## src/rtl/bcd_saida_ctrl.sv

```systemverilog
// bcd_saida_ctrl: sequential shift/add-3 binary-to-BCD converter for the output path,
// holding three display digits with a one-deep pending request slot.
module bcd_saida_ctrl #(
  parameter int LARGURA = 32
) (
  input  logic               clock,
  input  logic               reset,
  input  logic               escrever,
  input  logic [1:0]         controlesaida,
  input  logic [LARGURA-1:0] binario,
  output logic [3:0]         unidade,
  output logic [3:0]         dezena,
  output logic [3:0]         centena,
  output logic               estouro,
  output logic               ocupado,
  output logic               pronto
);
  localparam int CW = (LARGURA > 1) ? $clog2(LARGURA) : 1;
  typedef enum logic [1:0] {IDLE, SHIFT, DONE} state_t;
  state_t             r_state, w_next;
  logic [LARGURA-1:0] r_sh, r_pend_val, w_op;
  logic [11:0]        r_bcd, w_adj;
  logic [CW-1:0]      r_cnt;
  logic               r_pend_v, r_ovf, w_req, w_start, w_consume, w_load_pend;

  function automatic logic [3:0] add3(input logic [3:0] n);
    return (n >= 4'd5) ? n + 4'd3 : n;
  endfunction

  assign w_req       = escrever && controlesaida == 2'b01;
  assign ocupado     = r_state != IDLE;
  assign w_adj       = {add3(r_bcd[11:8]), add3(r_bcd[7:4]), add3(r_bcd[3:0])};
  assign w_consume   = w_start && r_pend_v;
  assign w_load_pend = w_req && (ocupado || r_pend_v);

  // A pending value always wins the slot over a fresh request
  always_comb begin
    w_next  = r_state;
    w_start = 1'b0;
    w_op    = r_pend_val;
    case (r_state)
      IDLE: begin
        w_start = r_pend_v || w_req;
        w_op    = r_pend_v ? r_pend_val : binario;
        w_next  = w_start ? SHIFT : IDLE;
      end
      SHIFT: w_next = (r_cnt == CW'(LARGURA - 1)) ? DONE : SHIFT;
      DONE: begin
        w_start = r_pend_v;
        w_next  = r_pend_v ? SHIFT : IDLE;
      end
      default: w_next = IDLE;
    endcase
  end

  always_ff @(posedge clock or negedge reset)
    if (!reset) r_state <= IDLE;
    else r_state <= w_next;

  always_ff @(posedge clock or negedge reset) begin
    if (!reset) begin
      r_sh       <= '0;
      r_bcd      <= '0;
      r_cnt      <= '0;
      r_ovf      <= 1'b0;
      r_pend_v   <= 1'b0;
      r_pend_val <= '0;
      pronto     <= 1'b0;
      estouro    <= 1'b0;
      {centena, dezena, unidade} <= '0;
    end else begin
      if (w_start) begin
        r_sh  <= w_op;
        r_bcd <= '0;
        r_cnt <= '0;
        r_ovf <= w_op >= LARGURA'(1000);
      end else if (r_state == SHIFT) begin
        r_sh  <= r_sh << 1;
        r_bcd <= 12'({w_adj, r_sh[LARGURA-1]});
        r_cnt <= r_cnt + CW'(1);
      end
      if (w_load_pend) r_pend_val <= binario;
      r_pend_v <= w_load_pend || (r_pend_v && !w_consume);
      pronto   <= r_state == DONE;
      if (r_state == DONE) begin
        {centena, dezena, unidade} <= r_ovf ? 12'h999 : r_bcd;
        estouro <= r_ovf;
      end
    end
  end
endmodule

```

## config.mk

```make
export PLATFORM = sky130hd
export DESIGN_NAME = bcd_saida_ctrl
export DESIGN_NICKNAME = d
export VERILOG_FILES = /design/src/rtl/bcd_saida_ctrl.sv
export SDC_FILE = /design/constraint.sdc
export NUM_CORES = 1
export LEC_CHECK = 0
export CORE_MARGIN = 1.5
export CORE_UTILIZATION = 31
export CTS_CLUSTER_SIZE = 20
export DETAILED_ROUTE_END_ITERATION = 8
export PLACE_DENSITY = 0.49
export SETUP_SLACK_MARGIN = 0.05
export SLEW_MARGIN = 20
export SYNTH_ARGS = -nofsm -noshare
export SYNTH_HDL_FRONTEND = slang
export SYNTH_SLANG_ARGS = --single-unit
```

## constraint.sdc

```tcl
create_clock -name clock -period 3.89 [get_ports clock]
set_input_delay 1.167 -clock clock [delete_from_list [all_inputs] [get_ports clock]]
set_output_delay 1.167 -clock clock [all_outputs]
set_load 0.05 [all_outputs]
```

# ---- Word-level counts from Yosys, hierarchy flattened
# Cells that the tools add are included.
dict set report word_totals {
  ff_bits 99
  wordCells 52
}
dict set report classes {
  n_addsub 4
  eq_ne 4
  muxes 17
  reduce_logical 11
  n_lt_le_gt_ge 4
}
# cell count
set ops {}
lappend ops {{$mux W32} 4}
lappend ops {{$mux W12} 3}
lappend ops {{$ge A32 B10 Y1 const B} 1}
lappend ops {{$ge A4 B3 Y1 const B} 3}
lappend ops {{$mux W5} 2}
lappend ops {{$add A4 B2 Y4 const B} 2}
lappend ops {{$mux W4} 2}
lappend ops {{$pmux W2 S3} 1}
lappend ops {{$add A5 B1 Y5 const B} 1}
lappend ops {{$eq A5 B5 Y1 const B} 1}
lappend ops {{$eq A2 B1 Y1 const B} 2}
lappend ops {{$logic_and A1 B1 Y1} 4}
lappend ops {{$reduce_bool A2 Y1} 2}
lappend ops {{$add A3 B2 Y3 const B} 1}
lappend ops {{$logic_or A1 B1 Y1} 3}
lappend ops {{$mux W3} 1}
lappend ops {{$eq A2 B2 Y1 const B} 1}
lappend ops {{$logic_not A2 Y1} 1}
lappend ops {{$mux W1} 2}
lappend ops {{$mux W2} 1}
lappend ops {{$pmux W1 S2} 1}
lappend ops {{$logic_not A1 Y1} 1}

# ---- Logic depth before layout (Yosys ltp)
dict set report depth {
  ltp_word 8
  depth_mapped 7
  mapped_depth_nobuf 6
}

# ---- Worst setup path after synthesis
# No wires, ideal clock.
dict set report synth_timing {
  path_type {input port to flip-flop}
  startpoint {input port controlesaida[1]}
  endpoint {register r_sh[10]}
  arrival_ns 2.182
  n_path_buf 1
  slack_ns 1.582
  cell_stages 5
  cell_sequence {nand3b_1 -> a21oi_1 -> nor2_1 -> clkbuf_1 -> a221o_1}
}
dict set report synth_between {
  elab_chain_len 5
}
# element line
set synth_rtl {}
lappend synth_rtl {{start: declaration} 9} ;# input logic [1:0] controlesaida,
lappend synth_rtl {{$eq A2 B1 Y1 (*)} 30} ;# assign w_req = escrever && controlesaida == 2'b01;
lappend synth_rtl {{$logic_and A1 B1 Y1 (*)} 30}
lappend synth_rtl {{$logic_or A1 B1 Y1 (*)} 43} ;# w_start = r_pend_v || w_req;
lappend synth_rtl {{$pmux W1 S2 (*)} 41} ;# case (r_state)
lappend synth_rtl {{$mux W32 or $reduce_bool A2 Y1 (tied branches)} --}
lappend synth_rtl {{end signal: assignment} 73} ;# r_sh <= w_op;
lappend synth_rtl {{end signal: assignment} 78} ;# r_sh <= r_sh << 1;
lappend synth_rtl {{end: declaration} 21} ;# logic [LARGURA-1:0] r_sh, r_pend_val, w_op;
# Every way passes the cells marked *; elsewhere a longest branch is shown, timed or not.
# A chain may end at the register's enable or synchronous reset.

# ---- Worst setup path in the final report
dict set report layout_timing {
  startpoint {register r_state[1]}
  endpoint {output port ocupado}
}
dict set report layout_between {
  elab_chain_len 1
}
# element line
set layout_rtl {}
lappend layout_rtl {{start: declaration} 20} ;# state_t r_state, w_next;
lappend layout_rtl {{start signal: assignment} 58} ;# else r_state <= w_next;
lappend layout_rtl {{$reduce_bool A2 Y1} 31} ;# assign ocupado = r_state != IDLE;
lappend layout_rtl {{end: declaration} 15} ;# output logic ocupado,
# Every way passes these cells.

==> results.md <==
- Status: finished, final reports clean
- VDD IR max: 0.259 mV
- RSZ-0062 raised after global routing: no
- # Post-CTS Setup Buffers: 0
- Cts hold-fix bufs: 0
- XOR/XNOR Fraction of Synth Area: 1.32%
- Largest family of logic cells by synthesized area: compound AO/OA/AOI/OAI gates
- Setup violators final: 0
- Fin. Hold Viols: 0
- Reg2reg start: r_state[1]
- Total chip power: 3.83 mW
- Die ar.: between 15000 and 20000 sq um
- Critical setup path kind: reg -> out
- Power Density: ~700 nW/um^2
- Top Metal Used: met4
- All-Layer GR Usage: about 14%
- Most numerous cell in the Yosys netlist: dfrtp_1
- Area growth syn-to-layout: 20.4%
- Seq/Total Area, Yosys: 53.2%
- Worst-Margin Slew: 852 ps
- Metal3 WL: just over 400 um
- Initial antenna violation count: 0
- WHS: 478 ps
- Post-DP HPWL: 6.98 mm
- CTS root buf: clkbuf_16
- Synth cell count leaders: dfrtp_1, nand2_1, a21oi_1, a221o_1, mux2_2
- Critical-path cell list: or2_2 > clkdlybuf4s50_1
- Placement row count: 44
- Met2 wire length: 4.82 mm
- Grt ovf: 0
- Final worst path period share: between 70% and 80%
- Post-route DRC: 0
- Max Cap Viol: 0
- Wire length on met1: between 5 and 6 mm
- Fmax: 0.328 GHz
- Total wire length: 10.7 mm
- Slowest stage delay, CP: 710 ps
- Yosys top cell area share: 53.2%
- Syn Inst Count: 436
- Die span in y: 126 um
- Distinct cells, synth: 43
- Fin crit period: 3050 ps
- IO Pins: 52
- Vias/cell: 5.18
- Num CTS Buffers: 9
- Final Wtd Congestion: 0.778
- Net Count, Synth: about 480
- P_leak: 2.37 nW
- Core Area: 14600 sq um
- Simple-Gate Fraction of Synth Area: 13.6%
- Yosys top cell by area: dfrtp_1
- Clock H-tree levels: 3
- TritonCTS Sinks: 99
- Routed vias: roughly 3.4k
- Reg2Reg Setup Slack: 1730 ps
- CP max stage cell: clkdlybuf4s50_1
- Post-synth EDFFs: 0
- TritonCTS clock tree: built
- Adder-Cell Fraction of Synth Area: approximately 2.1%
- Critical Path Source Type: flip-flop
- Clock skew: approximately 6 ps
- Slew HR: 42.9%
- CTS max path bufs: 2
- Fin Setup TNS: 0 ps
- Fin util: 38.4%
- Hold wc startpoint: dezena[2]
- Drt first pass iters: 4
- Synth Flop Type: dfrtp_1
- DR iter-0 viols: approximately 210
- Nets: 520
- Main area contributors after synthesis: dfrtp_1, mux2_2, nand2_1, a221o_1, a21oi_1
- Largest net degree at the start of global routing: a little over 60
- Synth Register Bits: 99
- Async S/R FF share, synth: 100%
- Ant diodes: 0
- Synthesized area per cell: 10.7 sq um
- Synthesis Warnings: 0
- CP arrival: 1880 ps
- CP Capture Type: primary output
- Clock latency at the later pin of the worst-skew pair: 350 ps
- Compound-Gate Fraction of Synth Area: 16.0%
- Vias in the first global route: 3518
- Post-CTS sizing: 0
- Number of routed nets with antenna violations: 0
- Starting Density: 31.9%
- WP data required: 2720 ps
- Routed len/inst: 16.1 um
- Hold crit path type: reg -> reg
- CTS clock-pin slew for the worst setup and hold paths: approximately 70 ps
- Critical Path Start: r_state[1]
- Max-slew violation count: 0
- CP max FO: 8
- Mux cell area share after synthesis: 9.16%
- Port Buffers: 51
- Share of cells above drive strength 1: between 10% and 20%
- Die X: 126 um
- First-pass GRT wire length: 18.3 mm
- Mapped cell area: 4660 sq um
[registers in the layout, summed over array words and instances (netlist names)]
name / flops
r_sh: 32
r_cnt: 5
unidade: 4
r_ovf: 1
r_pend_v: 1
dezena: 4
estouro: 1
r_state: 2
pronto: 1
r_pend_val: 32
r_bcd: 12
centena: 4
[worst paths after layout]
path,depth (start not counted),end
setup / recovery,2,ocupado
hold / removal,2,dezena[2]
min in group asynchronous,1,centena[0]
max in group asynchronous,2,r_cnt[2]
setup reg to reg,5,r_ovf
hold reg to reg,2,dezena[2]
[per-stage QoR]
| stage | std cells | cell area (sq um) | setup slack, ps |
|---|---|---|---|
| 2_1_floorplan | 436 | 4660 | 1580 |
| 3_3_place_gp | 648 | 5290 | 986 |
| 3_5_place_dp | 648 | 5290 | 958 |
| 4_1_cts | 664 | 5610 | 825 |
| 5_1_grt | 664 | 5610 | 771 |
| 6_report | 664 | 5610 | 842 |
[metal layers]
metal / global-route usage, % / vias up
li1: - / 1651
met1: 20.1 / 1704
met2: 22.1 / 70
met3: 3.21 / 12
met4: 4.41 / 0
met5: 0 / -
[report_power, final]
group | switching (mW) | total (mW) | leakage (nW) | internal, mW
logic | 0.606 | 1.18 | 0.985 | 0.571
registers | 0.290 | 1.69 | 1.23 | 1.40
clock network | 0.385 | 0.967 | 0.157 | 0.582
total | 1.28 | 3.83 | 2.37 | 2.55
[final cells by class]
class | instances | area, sq um
clock inverters | 4 | 73.8
flip-flops and latches | 99 | 2480
multi-input cells | 299 | 1980
inverters | 8 | 30.0
repair buffers | 58 | 573
clock buffers | 12 | 246
fillers | 1441 | 8980
well taps | 184 | 230
[kinds of logic after synthesis]
kind of cell    Yosys count
flops                    99
mux                      38
xor+xnor                  7
buf+inv                  38
compound gates          107
simple gates            139
fa+ha+maj                 8
[worst max-delay path, delay by kind of cell, from the launching register on]
| family | cells | cell delay [ps] |
|---|---|---|
| DFF | 1 | 480 |
| buffers and inverters | 1 | 710 |
| and+or+nand+nor | 1 | 340 |
[placed cells by master (no fill, tap or decap), types with 3 or more instances in the layout]
cell | synthesis | layout
dfrtp_1 | 99 | 99
nand2_1 | 84 | 84
clkdlybuf4s50_1 | 0 | 50
a21oi_1 | 34 | 34
mux2_2 | 30 | 30
a221o_1 | 30 | 30
o21ai_0 | 23 | 23
nor2_1 | 12 | 11
nor4_1 | 10 | 10
nand3_1 | 9 | 9
clkbuf_16 | 0 | 9
inv_1 | 8 | 8
ha_1 | 8 | 8
nand2b_1 | 7 | 7
mux2_1 | 7 | 7
buf_4 | 3 | 7
o32ai_1 | 5 | 5
nand4_1 | 5 | 5
xor2_1 | 4 | 4
o31ai_1 | 4 | 4
xnor2_1 | 3 | 3
a32o_1 | 3 | 3
Note: power is estimated with default switching activity, not from simulation.
